`src/rtl/lcd_pkg.sv`:
```
// Shared constants and types for the LCD screen fetch engine.
// Attribute layout, FSM encoding and glyph geometry.
package lcd_pkg;

  localparam int ATTR_CH8 = 0;
  localparam int ATTR_UND = 1;
  localparam int ATTR_GRY = 2;
  localparam int ATTR_FLS = 3;
  localparam int ATTR_REV = 4;
  localparam int ATTR_HRS = 5;

  localparam logic [8:0] LORES0_LIM = 9'h1C0;
  localparam logic [9:0] HIRES0_LIM = 10'h300;

  localparam logic [9:0] WID_LORES = 10'd6;
  localparam logic [9:0] WID_HIRES = 10'd8;

  localparam logic [1:0] Z80_SLOT = 2'd2;

  typedef enum logic [2:0] {
    ST_IDLE,
    ST_ALO,
    ST_AHI,
    ST_FONT,
    ST_EMIT
  } lcd_state_e;

  // HRS together with REV marks an empty SBR slot
  function automatic logic null_entry(input logic [7:0] a);
    return a[ATTR_HRS] & a[ATTR_REV];
  endfunction

endpackage

```
`src/rtl/lcd_glyph_fx.sv`:
```
// Glyph attribute effects: underline, reverse, flash, grey.
// Pure combinational; lores output is left-justified.
module lcd_glyph_fx
  import lcd_pkg::*;
(
  input  logic [7:0] raw,
  input  logic       hrs,
  input  logic       und,
  input  logic       rev,
  input  logic       fls,
  input  logic       gry,
  input  logic [2:0] scan,
  input  logic       t_1s,
  input  logic       t_5ms,
  output logic [7:0] data,
  output logic       wid,
  output logic       grey
);

  logic [7:0] g;

  always_comb begin
    g = hrs ? raw : {2'b00, raw[5:0]};
    if (!hrs && und && scan == 3'd7)
      g = 8'h3F;
    if (rev)
      g = hrs ? ~g : {2'b00, ~g[5:0]};
    if (fls && !t_1s)
      g = 8'h00;
    data = hrs ? g : {g[5:0], 2'b00};
  end

  assign wid  = hrs;
  assign grey = gry & t_5ms;

endmodule

```
`src/rtl/lcd_fetch.sv`:
```
// Screen fetch engine: walks SBR per scanline, fetches glyph
// bytes in video slots and streams pixel bytes to scanout.
module lcd_fetch
  import lcd_pkg::*;
#(
  parameter int LINE_PIX = 640,
  parameter int MAX_COLS = 108,
  parameter int LINES    = 64
) (
  input  logic        mck,
  input  logic        rin_n,
  input  logic [1:0]  clkcnt,
  input  logic        lcdon,
  input  logic [12:0] pb0w,
  input  logic [9:0]  pb1w,
  input  logic [8:0]  pb2w,
  input  logic [10:0] pb3w,
  input  logic [10:0] sbrw,
  input  logic        t_1s,
  input  logic        t_5ms,
  output logic [21:0] va,
  input  logic [7:0]  vid_cdo,
  output logic [7:0]  pix_data,
  output logic        pix_wid,
  output logic        pix_grey,
  output logic        pix_sol,
  output logic        pix_sof,
  output logic        pix_valid,
  input  logic        pix_ready
);

  localparam logic [9:0] LINE_PIX_W = 10'(LINE_PIX);
  localparam logic [6:0] MAX_COLS_W = 7'(MAX_COLS);
  localparam logic [5:0] LAST_LINE  = 6'(LINES - 1);

  lcd_state_e  state;
  logic [5:0]  line;
  logic [6:0]  col;
  logic [9:0]  width;
  logic [7:0]  ch;
  logic [5:0]  attr;
  logic        first;

  logic [12:0] pb0_l;
  logic [9:0]  pb1_l;
  logic [8:0]  pb2_l;
  logic [10:0] pb3_l;
  logic [10:0] sbr_l;

  logic        go;
  logic [2:0]  scan;
  logic        hrs;
  logic [8:0]  idx9;
  logic [9:0]  idx10;
  logic [21:0] fa_lo0;
  logic [21:0] fa_lo1;
  logic [21:0] fa_hi0;
  logic [21:0] fa_hi1;
  logic [21:0] font_va;

  logic [9:0]  step;
  logic [9:0]  width_nx;
  logic [6:0]  col_nx;
  logic [5:0]  line_nx;
  logic        eol;
  logic        adv;

  logic [7:0]  fx_data;
  logic        fx_wid;
  logic        fx_grey;

  assign go    = (clkcnt != Z80_SLOT);
  assign scan  = line[2:0];
  assign hrs   = attr[ATTR_HRS];
  assign idx9  = {attr[ATTR_CH8], ch};
  assign idx10 = {attr[ATTR_UND], attr[ATTR_CH8], ch};

  assign fa_lo0 = {pb0_l, 9'b0}  + {13'b0, idx9[5:0], scan};
  assign fa_lo1 = {pb1_l, 12'b0} + {10'b0, idx9, scan};
  assign fa_hi0 = {pb2_l, 13'b0} + {9'b0, idx10, scan};
  assign fa_hi1 = {pb3_l, 11'b0} + {11'b0, idx10[7:0], scan};

  always_comb begin
    font_va = '0;
    unique case (1'b1)
      !hrs && (idx9 >= LORES0_LIM):  font_va = fa_lo0;
      !hrs && (idx9 < LORES0_LIM):   font_va = fa_lo1;
      hrs && (idx10 >= HIRES0_LIM):  font_va = fa_hi1;
      hrs && (idx10 < HIRES0_LIM):   font_va = fa_hi0;
    endcase
  end

  always_comb begin
    va = '0;
    unique case (state)
      ST_ALO, ST_AHI:
        va = {sbr_l, line[5:3], col, (state == ST_AHI)};
      ST_FONT, ST_EMIT:
        va = font_va;
      default:
        va = '0;
    endcase
  end

  assign step     = pix_wid ? WID_HIRES : WID_LORES;
  assign width_nx = width + ((state == ST_EMIT) ? step : 10'd0);
  assign col_nx   = col + 7'd1;
  assign line_nx  = (line == LAST_LINE) ? 6'd0 : line + 6'd1;
  assign eol      = (width_nx >= LINE_PIX_W) ||
                    (col_nx == MAX_COLS_W);

  // a character slot is finished: emitted byte taken or NULL skipped
  assign adv = ((state == ST_AHI) && go && null_entry(vid_cdo)) ||
               ((state == ST_EMIT) && pix_ready);

  lcd_glyph_fx u_fx (
    .raw   (vid_cdo),
    .hrs   (attr[ATTR_HRS]),
    .und   (attr[ATTR_UND]),
    .rev   (attr[ATTR_REV]),
    .fls   (attr[ATTR_FLS]),
    .gry   (attr[ATTR_GRY]),
    .scan  (scan),
    .t_1s  (t_1s),
    .t_5ms (t_5ms),
    .data  (fx_data),
    .wid   (fx_wid),
    .grey  (fx_grey)
  );

  always_ff @(posedge mck or negedge rin_n) begin
    if (!rin_n) begin
      state     <= ST_IDLE;
      line      <= '0;
      col       <= '0;
      width     <= '0;
      ch        <= '0;
      attr      <= '0;
      first     <= 1'b0;
      pb0_l     <= '0;
      pb1_l     <= '0;
      pb2_l     <= '0;
      pb3_l     <= '0;
      sbr_l     <= '0;
      pix_data  <= '0;
      pix_wid   <= 1'b0;
      pix_grey  <= 1'b0;
      pix_sol   <= 1'b0;
      pix_sof   <= 1'b0;
      pix_valid <= 1'b0;
    end else begin
      unique case (state)
        ST_IDLE: begin
          if (lcdon) begin
            state <= ST_ALO;
            col   <= '0;
            width <= '0;
            first <= 1'b1;
            pb0_l <= pb0w;
            pb1_l <= pb1w;
            pb2_l <= pb2w;
            pb3_l <= pb3w;
            sbr_l <= sbrw;
          end
        end
        ST_ALO: begin
          if (go) begin
            ch    <= vid_cdo;
            state <= ST_AHI;
          end
        end
        ST_AHI: begin
          if (go) begin
            attr  <= vid_cdo[5:0];
            state <= ST_FONT;
          end
        end
        ST_FONT: begin
          if (go) begin
            pix_data  <= fx_data;
            pix_wid   <= fx_wid;
            pix_grey  <= fx_grey;
            pix_sol   <= first;
            pix_sof   <= first && (line == 6'd0);
            pix_valid <= 1'b1;
            state     <= ST_EMIT;
          end
        end
        ST_EMIT: begin
          if (pix_ready) begin
            pix_valid <= 1'b0;
            pix_sol   <= 1'b0;
            pix_sof   <= 1'b0;
            first     <= 1'b0;
          end
        end
        default: state <= ST_IDLE;
      endcase

      if (adv) begin
        if (!lcdon) begin
          state <= ST_IDLE;
          line  <= '0;
          col   <= '0;
          width <= '0;
        end else if (eol) begin
          state <= ST_ALO;
          col   <= '0;
          width <= '0;
          line  <= line_nx;
          first <= 1'b1;
          pb0_l <= pb0w;
          pb1_l <= pb1w;
          pb2_l <= pb2w;
          pb3_l <= pb3w;
          sbr_l <= sbrw;
        end else begin
          state <= ST_ALO;
          col   <= col_nx;
          width <= width_nx;
        end
      end
    end
  end

endmodule
```
`config.mk`:
```
export PLATFORM = sky130hd
export DESIGN_NAME = lcd_fetch
export DESIGN_NICKNAME = d
export VERILOG_FILES = /design/src/rtl/lcd_pkg.sv /design/src/rtl/lcd_glyph_fx.sv /design/src/rtl/lcd_fetch.sv
export SDC_FILE = /design/constraint.sdc
export NUM_CORES = 1
export LEC_CHECK = 0
export ABC_AREA = 1
export BUFFER_PORTS_ARGS = -buffer_cell sky130_fd_sc_hd__buf_2
export CORE_MARGIN = 2
export CORE_UTILIZATION = 56
export DETAILED_ROUTE_END_ITERATION = 10
export PLACE_DENSITY = 0.77
export SYNTH_ARGS = -nofsm -noshare
export SYNTH_HDL_FRONTEND = slang
export SYNTH_SLANG_ARGS = --single-unit
export TNS_END_PERCENT = 100
```
`constraint.sdc`:
```
create_clock -name mck -period 3 [get_ports mck]
set_input_delay 0.45 -clock mck [delete_from_list [all_inputs] [get_ports mck]]
set_output_delay 0.45 -clock mck [all_outputs]
set_load 0.01 [all_outputs]
```
* Word-level counts from Yosys, hierarchy flattened
Index checks and enable logic that the tools add are counted. W data, S select, Z words.
Cells by class: $add $sub $neg 7, bitwise logic cells 4, mux-type cells 68, equality and inequality tests 16, $lt $le $gt $ge 5, reduce and logical (&&, ||, !) cells 29
Operators with widths (count):
- $mux W11 | 10
- $mux W10 | 10
- $pmux W22 S4 | 1
- $mux W13 | 5
- $mux W8 | 6
- $mux W9 | 5
- $pmux W22 S2 | 1
- $mux W7 | 5
- $add A22 B11 Y22 | 1
- $add A22 B12 Y22 | 1
- $add A22 B13 Y22 | 1
- $add A22 B9 Y22 | 1
- $ge A10 B10 Y1 const B | 2
- $mux W6 | 3
- $mux W3 | 5
- $pmux W3 S5 | 1
- $ne A3 B3 Y1 const B | 4
- $logic_and A1 B1 Y1 | 11
- $add A10 B4 Y10 | 1
- $lt A10 B10 Y1 const B | 1
- $mux W1 | 10
- $reduce_and A2 Y1 | 5
- $ge A9 B9 Y1 const B | 1
- $lt A9 B9 Y1 const B | 1
- 22 further kinds | 37
Word-level totals: output and inout bits 35, logic and storage cells 147, flip-flop bits (word level) 108, bits of input ports 70

* Longest topological paths before layout
Gate-level depths: netlist (run 1).
word-level depth 9, mapped depth 18, depth with buffers taken out 17

* Hierarchy
A second synthesis (run 1) with hierarchy kept.
Second synthesis, totals: cells, all modules 719, area total of the unflattened synthesis 5999.5 µm²
Modules (own cells, without submodules):
- lcd_fetch | area each 5656.7 µm², sequential area each 2677.6 µm², times used 1, cells each 654
- lcd_glyph_fx | area each 342.8 µm², sequential area each 0.0 µm², times used 1, cells each 65

* Worst setup path after synthesis (run 1)
Ideal clock, no wire load.
kind register to register, start reg state[0], end reg pb0_l[0], data arrival time 2.341 ns, path slack 0.543 ns, clock period less this slack 2.457 ns, cell stages (with the launch flop) 17, required time 2.884 ns, cells stage by stage dfrtp_1 -> nor2_1 -> nand2_1 -> nor2_1 -> ha_1 -> fa_1 -> nand2_1 -> a21oi_2 -> nand3_1 -> nand2_1 -> nand2_2 -> nand2_2 -> nand2_4 -> buf_6 -> buf_8 -> nand3_2 -> nand2_1
Between the ends: longest elaborated chain between the ends 8, elaborated cells between the ends (all ways) 15
RTL lines:
- start, declared | line lcd_fetch.sv:36 | lcd_state_e state;
- start signal, assigned | line lcd_fetch.sv:133 | state <= ST_IDLE;
- start signal, assigned | line lcd_fetch.sv:155 | state <= ST_ALO;
- start signal, assigned | line lcd_fetch.sv:169 | state <= ST_AHI;
- $eq A3 B3 Y1 | line lcd_fetch.sv:106, lcd_fetch.sv:114
- $mux W4 | line lcd_fetch.sv:106 | assign width_nx = width + ((state == ST_EMIT) ? step : 10'd0);
- $add A10 B4 Y10 | line lcd_fetch.sv:106
- $ge A10 B10 Y1 | line lcd_fetch.sv:109 | assign eol = (width_nx >= LINE_PIX_W) ||
- $logic_or A1 B1 Y1 | line lcd_fetch.sv:109
- $mux W13 | line lcd_fetch.sv:206 | end else if (eol) begin
- $mux W13 | line lcd_fetch.sv:201 | if (!lcdon) begin
- $mux W13 * | line lcd_fetch.sv:200 | if (adv) begin
- end signal, assigned | line lcd_fetch.sv:159 | pb0_l <= pb0w;
- end signal, assigned | line lcd_fetch.sv:212 | pb0_l <= pb0w;
- end, declared | line lcd_fetch.sv:44 | logic [12:0] pb0_l;
Every way passes the cells marked *; elsewhere a longest branch is shown, timed or not. A chain may end at the register's enable or synchronous reset.

* Worst setup path after layout (run 1)
start reg state[2], end reg pb1_l[5]
Between the ends: longest elaborated chain between the ends 8, elaborated cells between the ends (all ways) 15
RTL lines:
- $eq A3 B3 Y1 | line lcd_fetch.sv:106, lcd_fetch.sv:114
- $mux W4 | line lcd_fetch.sv:106
- $add A10 B4 Y10 | line lcd_fetch.sv:106
- $ge A10 B10 Y1 | line lcd_fetch.sv:109
- $logic_or A1 B1 Y1 | line lcd_fetch.sv:109
- $mux W10 | line lcd_fetch.sv:206
- $mux W10 | line lcd_fetch.sv:201
- $mux W10 * | line lcd_fetch.sv:200
- end signal, assigned | line lcd_fetch.sv:160 | pb1_l <= pb1w;
- end signal, assigned | line lcd_fetch.sv:213 | pb1_l <= pb1w;
- end, declared | line lcd_fetch.sv:45 | logic [9:0] pb1_l;
Marked as above.

==> out/qor.yml, run 1 <==
grt_max_degree: 56
cts-root-buf: "clkbuf_8"
first_pass_iters: 5
min_period_ns: 2.770
drc: 0
cts_setup_buffers: 0
reg2reg_slack_ns: 0.23
synth.top_cell.area_share_pct: 46.89
reg2reg_to: "pb1_l[5]"
syn-num-nets: 770
io_pins: 105
holdCritPathClass: "input port to async pin"
p_per_area_nw_per_um2: 860.3
netlist_area_um2: 5710
grt_pass1_wl_um: 23440
cts_buffer_depth: 2
cp_max_fo: 43
r2r-start: "state[2]"
area_delta_synth_final_pct: 14.57
utilization_pct: 66.63
grt_pass1_vias: 4964
drv_slew: 0
layout-drive-gt1-share_pct: 24.88
placedCellCount: 918
fill_cells: 847
skew_ns: 0.01152
cts_resized: 0
grtUsageTotal_pct: 26.21
arrival_ns: 3.02
drtIter0Drc: 244
hold_ws_ns: 0.1278
hold_buffers: 0
num_rows: 36
tightest_slew_ns: 0.7166
clk_latency_ns: 0.37
crit_type: "flop to flop"
synth_cell_types: 34
path_clk_slew_ns: 0.11
slew_headroom_pct: 52.23
avgRoutedWirePerCell_um: 15.01
hold_viol_final: 0
vias: 5080
antenna_found_initial: 0
diodes: 0
synth_ff_type: "dfrtp_1"
synth_top_cells_by_count: "259 x nand2_1, 107 x dfrtp_1, 58 x o21ai_0, 54 x inv_1, 52 x nand3_2"
ys_seq_area_share_pct: 46.89
cts_num_sinks: 107
synth.ff_latch_count: 107
startpoint_type: "flop"
netlist_instances: 692
synth_area_leaders: "dfrtp_1 47%, nand2_1 17%, nand3_2 9.1%, o21ai_0 5.1%, inv_1 3.5%"
power_w: 0.005628
cts_buffers: 9
synth.most_common_cell: "nand2_1"
fin_crit_sh_pct: 92.33
port_buffers: 104
instances_no_fill: 933
nNetsFinal: 874
gp_congestion: 0.8804
final_antenna_net_count: 0
multi_input_area_um2: 2639
leakagePower_nw: 3.434
grt_overflow_total: 0
synth_edf_count: 0
fp.dieH_um: 105.0
ys.warnings.count: 0
outcome: "complete, no violations"
die_area_um2: 11020
fin_setup_tns_ns: 0
worstPathRequired_ns: 3.25
finalSetupViolCount: 0
fmax_ghz: 0.3610
coreArea_um2: 9819
vias_per_cell: 5.445
ir_worst_vdd_mv: 0.5595
synth.avg_cell_area_um2: 8.252
rr_worst_depth: 17
wl_um: 14010
rsz0062_at_grt: "false"
yosysTopAreaCell: "dfrtp_1"
seq_area_um2: 2678
initial_core_util_pct: 58.15
cts_tree: "built"
die_x_um: 105.0
cts-htree-levels: 3
synthArstFlopShare_pct: 100.0
max-cap-violations: 0
crit_path_end_kind: "flop"
dp_hpwl_um: 10250
[routing by layer]
| metal | vias up | wire (um) | track usage (%) |
|---|---|---|---|
| met5 | - | 0 | 0 |
| li1 | 2466 | - | - |
| met2 | 194 | 6868 | 44.25 |
| met3 | 26 | 766 | 3.743 |
| met4 | 0 | 349 | 8.571 |
| met1 | 2394 | 6023 | 34.83 |
[cells in the final DEF, fill, tap and decap left out, types with 4 or more instances in the layout]
cell / instances
clkbuf_8: 10
nand3_1: 39
nand2_1: 257
buf_4: 11
nand2_2: 6
a21oi_1: 13
nor2_1: 19
inv_1: 54
nand4_1: 9
nand3_2: 52
dfrtp_1: 107
xor2_1: 4
o22ai_1: 10
clkinv_1: 4
buf_2: 103
ha_1: 7
o21ai_0: 58
o221ai_1: 5
[per-stage QoR]
stage	setup WS [ns]	area, um^2
after floorplan	0.5427	5710
after global placement	0.2602	6357
after detailed placement	0.1386	6357
after CTS	0.1065	6533
after global routing	0.01588	6543
final	0.2300	6543
[worst max-delay path: stages, from the launching register on]
cell and delay, ns:
dfrtp_1 0.47, nand2_2 0.17, nor2_4 0.06, ha_1 0.22, fa_1 0.42, nand2_1 0.12, nand2_1 0.08, nand2_1 0.07
nand2_1 0.05, nand2_1 0.07, nand3_1 0.10, nand2_2 0.10, nand2_2 0.12, nand2_4 0.13, nand2_4 0.12, buf_12 0.22
nand2_1 0.08, nand2_1 0.05
[flip-flops by register name, indices dropped and copies added (netlist names)]
signal	flops
pix_valid	1
pb0_l	13
first	1
pix_grey	1
width	9
pb1_l	10
sbr_l	11
pix_sof	1
pix_sol	1
pix_wid	1
attr	6
state	3
col	7
line	6
pb3_l	11
pix_data	8
pb2_l	9
ch	8
[final cells by class]
cell class	instances	area share, %
Sequential cell	107	40.93
Multi-Input combinational cell	502	40.33
Timing Repair Buffer	117	10.06
Inverter	59	3.461
Tap cell	133	2.544
Clock buffer	10	2.104
Clock inverter	5	0.5737
[power breakdown]
part           switching (W)  internal (W)  total, W
Sequential          0.000411       0.00199   0.00240
Clock               0.000497      0.000324  0.000821
Combinational        0.00151      0.000896   0.00241
Total                0.00242       0.00321   0.00563
[cell families after synthesis]
group / count (synthesis) / synth area share (%)
compound gates: 96 / 9.575
xor+xnor: 7 / 1.074
fa+ha+maj: 8 / 1.884
buf+inv: 83 / 7.121
flops: 107 / 46.89
simple gates: 391 / 33.46
[how the worst max path moves through the flow]
stage	slack [ns]	end	depth (start not counted)	startpoint
after global routing	0.02	pb3_l[0]	18	state[0]
final	0.23	pb1_l[5]	17	state[2]
after global placement	0.26	pb0_l[7]	17	state[0]
after CTS	0.11	pb3_l[1]	16	state[1]
after floorplan	0.54	pb0_l[0]	16	state[0]
after detailed placement	0.14	pb2_l[2]	16	state[1]
Power figures use the tool's default switching activity.
==> inputs of run 2 (changes only) <==
CORE_ASPECT_RATIO = 0.7   (was unset)
==> run 2 against run 1 <==
Against the previous run:
- cell area increased by 1.7%
- routed wire length rose by 7.4%
- die area is 0.12% higher
- first-iteration DRC count grew to 2.6 times the previous value
- critical path depth rose by 1
- maximum frequency fell by 1.4%
- clock power is 57% higher
- clock skew is 0.0060 ns lower
- sequential share of layout area decreased by 0.68 points
- power increased by 9.2%
- sequential power about the same
- combinational power about the same
- critical endpoint is now pb2_l[6]
- largest cell class unchanged
==> out/qor.yml, run 2 (synthesis results as in run 1) <==
outcome: "complete, no violations"
holdCritPathClass: "input port to async pin"
slew_headroom_pct: 51.71  # -0.52 points
reg2reg_to: "pb2_l[6]"
path_cells: "nor2_1 -> nand2_2 -> nor2_4 -> ha_1 -> fa_1 -> nand2_1 -> nand2_1 -> nand2_1 -> nand2_1 -> nand2_1 -> nand3_1 -> nand2_2 -> nand2_2 -> nand2_4 -> nand2_4 -> buf_12 -> nand2_1 -> nand2_1"
grtUsageTotal_pct: 27.98  # +1.8 points
vias_per_cell: 5.571  # +2.3%
p_per_area_nw_per_um2: 923.8  # +7.4%
cts_setup_buffers: 0  # unchanged
worstPathRequired_ns: 3.28  # +0.03 ns
layout-drive-gt1-share_pct: 24.40  # -0.47 points
initial_core_util_pct: 58.29  # +0.13 points
largest-register: "pb0_l"
cts_num_sinks: 107  # unchanged
p_switching_w: 0.002503  # +3.4%
final_common_cell: "nand2_1"
fin_setup_tns_ns: 0  # unchanged
dr_wl_met2_um: 6613  # -3.7%
clk_latency_ns: 0.35  # -0.02 ns
crit_family: "simple AND/OR/NAND/NOR gates"
fp.dieH_um: 88.49  # -16%
vias: 5142  # +1.2%
ir_worst_vdd_mv: 0.4146  # -26%
grt_overflow_total: 0  # unchanged
gp_congestion: 0.9150  # +3.9%
hold_viol_final: 0  # unchanged
startpoint_type: "flop"
hold_ws_ns: 0.1424  # +0.01458 ns
num_rows: 30  # -17%
cts_buffer_depth: 2  # unchanged
grt_pass1_vias: 4863  # -2.0%
swShare_pct: 40.72  # -2.3 points
crit_type: "flop to flop"
layout_common_cells: "257 x nand2_1, 107 x dfrtp_1, 103 x buf_2"
first_pass_iters: 5  # unchanged
top_layer_used: "met4"
seqPwrFrac_pct: 39.5  # -3.1 points
leakagePower_nw: 3.486  # +1.5%
cp_max_fo: 54  # +26%
intPower_w: 0.003644  # +14%
port_buffers: 104  # unchanged
cts-htree-levels: 3  # unchanged
placedInstanceArea_um2: 6321  # -0.57%
coreArea_um2: 9797  # -0.23%
die_area_um2: 11030  # +0.12%
grt_pass1_wl_um: 24430  # +4.2%
arrival_ns: 3.09  # +0.07 ns
largest_reg_flops: 13  # unchanged
skew_ns: 0.005547  # -0.005968 ns
p_comb_share_pct: 39.5  # -3.3 points
crit_slowest_cell: "dfrtp_1"
utilization_pct: 67.92  # +1.3 points
antenna_found_initial: 0  # unchanged
min_period_ns: 2.810  # +0.04001 ns
crit_path_end_kind: "flop"
tightest_slew_ns: 0.7244  # +0.007790 ns
wl_um: 15040  # +7.4%
cts_buffers: 9  # unchanged
clockPowerShare_pct: 21.0  # +6.4 points
dp_hpwl_um: 10710  # +4.5%
seq_area_um2: 2678  # unchanged
finalSetupViolCount: 0  # unchanged
rr_worst_depth: 18  # +1
area_delta_synth_final_pct: 16.52
rsz0062_at_grt: "false"
final_antenna_net_count: 0  # unchanged
wl_met1_um: 7277  # +21%
nNetsFinal: 870  # -0.46%
drv_slew: 0  # unchanged
final_area_um2: 6654  # +1.7%
path_clk_slew_ns: 0.07  # -0.04 ns
path_common_cell: "nand2_1"
fill_cells: 809  # -4.5%
slowest_delay_ns: 0.43  # -0.04 ns
avgRoutedWirePerCell_um: 16.29  # +8.5%
r2r-start: "state[1]"
reg2reg_slack_ns: 0.19  # -0.04 ns
fmax_ghz: 0.3559  # -1.4%
drc: 0  # unchanged
reg.largest.list: "pb0_l (13), pb3_l (11), sbr_l (11)"
dr_wl_met3_um: 986  # +29%
io_pins: 105  # unchanged
fin_crit_sh_pct: 93.67  # +1.3 points
grt_max_degree: 55  # -1.8%
worst-path-buf-inv: 1  # unchanged
multi_input_area_um2: 2641  # about the same
max-cap-violations: 0  # unchanged
die_x_um: 124.7  # +19%
drtIter0Drc: 632  # +160%
cts-root-buf: "clkbuf_16"
diodes: 0  # unchanged
cts_tree: "built"
## run 2: cell count changes in the layout (fill, tap and decap cells not counted)
cell	before	now
clkbuf_1	0	1
clkinv_4	2	1
nor2_1	19	18
nor2_2	1	2
clkinv_2	1	0
clkbuf_8	10	2
clkinvlp_4	2	0
clkbuf_16	0	9
buf_4	11	6
bufinv_16	0	2
buf_6	0	1
inv_6	1	0
## run 2: metal layers
| metal | track usage (%) | vias up |
|---|---|---|
| li1 | - | 2456 |
| met5 | 0 | - |
| met1 | 41.69 | 2474 |
| met2 | 43.32 | 197 |
| met3 | 5.260 | 15 |
| met4 | 5.924 | 0 |
## run 2: power by group through the flow
| stage | registers [W] | clock network, W | logic (W) |
|---|---|---|---|
| detailed placement | 0.00243 | 0 | 0.00239 |
| floorplan | 0.00234 | 0 | 0.00164 |
| finish | 0.00243 | 0.00129 | 0.00243 |
| global route | 0.00249 | 0.00137 | 0.00273 |
| CTS | 0.00242 | 0.00131 | 0.00241 |
| global placement | 0.00241 | 0 | 0.00231 |
## run 2: timing repair
item / in CTS / in global routing
endpoints found under the setup margin: 9 / 58
hold buffers: 0 / 0
gates resized for setup: 2 / 3
endpoints found under the hold margin: 0 / 0
## run 2: worst reg2reg max path, stage by stage (launching register included)
cell	delay [ns]
dfrtp_1	0.43
nor2_1	0.19
nand2_2	0.15
nor2_4	0.17
ha_1	0.21
fa_1	0.21
nand2_1	0.09
nand2_1	0.11
nand2_1	0.07
nand2_1	0.06
nand2_1	0.07
nand3_1	0.12
nand2_2	0.08
nand2_2	0.16
nand2_4	0.10
nand2_4	0.08
buf_12	0.24
nand2_1	0.12
nand2_1	0.09
## run 2: metrics by stage
stage          cells  power (W)  setup slack (ns)
2_1_floorplan    692   0.003984            0.5427
3_3_place_gp     909   0.004721            0.2334
3_5_place_dp     909   0.004822           0.01333
4_1_cts          923   0.006134           0.07169
5_1_grt          923   0.006585           0.02142
6_report         923   0.006147            0.1900
## run 2: final cells by class
class,instances,area share (%)
inverter,59,3.404
tap,128,2.407
clock buffer,12,3.855
clock inverter,2,0.9026
sequential,107,40.24
multi-input combinational,502,39.70
timing repair buffer,113,9.496
## run 2: worst max path at each step
stage	cells past startpoint	end	slack (ns)	start
3_3_place_gp	17	line[1]	0.23	state[0]
2_1_floorplan	16	pb0_l[0]	0.54	state[0]
3_5_place_dp	17	line[5]	0.01	state[1]
5_1_grt	18	pb2_l[6]	0.02	state[0]
6_report	18	pb2_l[6]	0.19	state[1]
4_1_cts	17	line[5]	0.07	state[1]
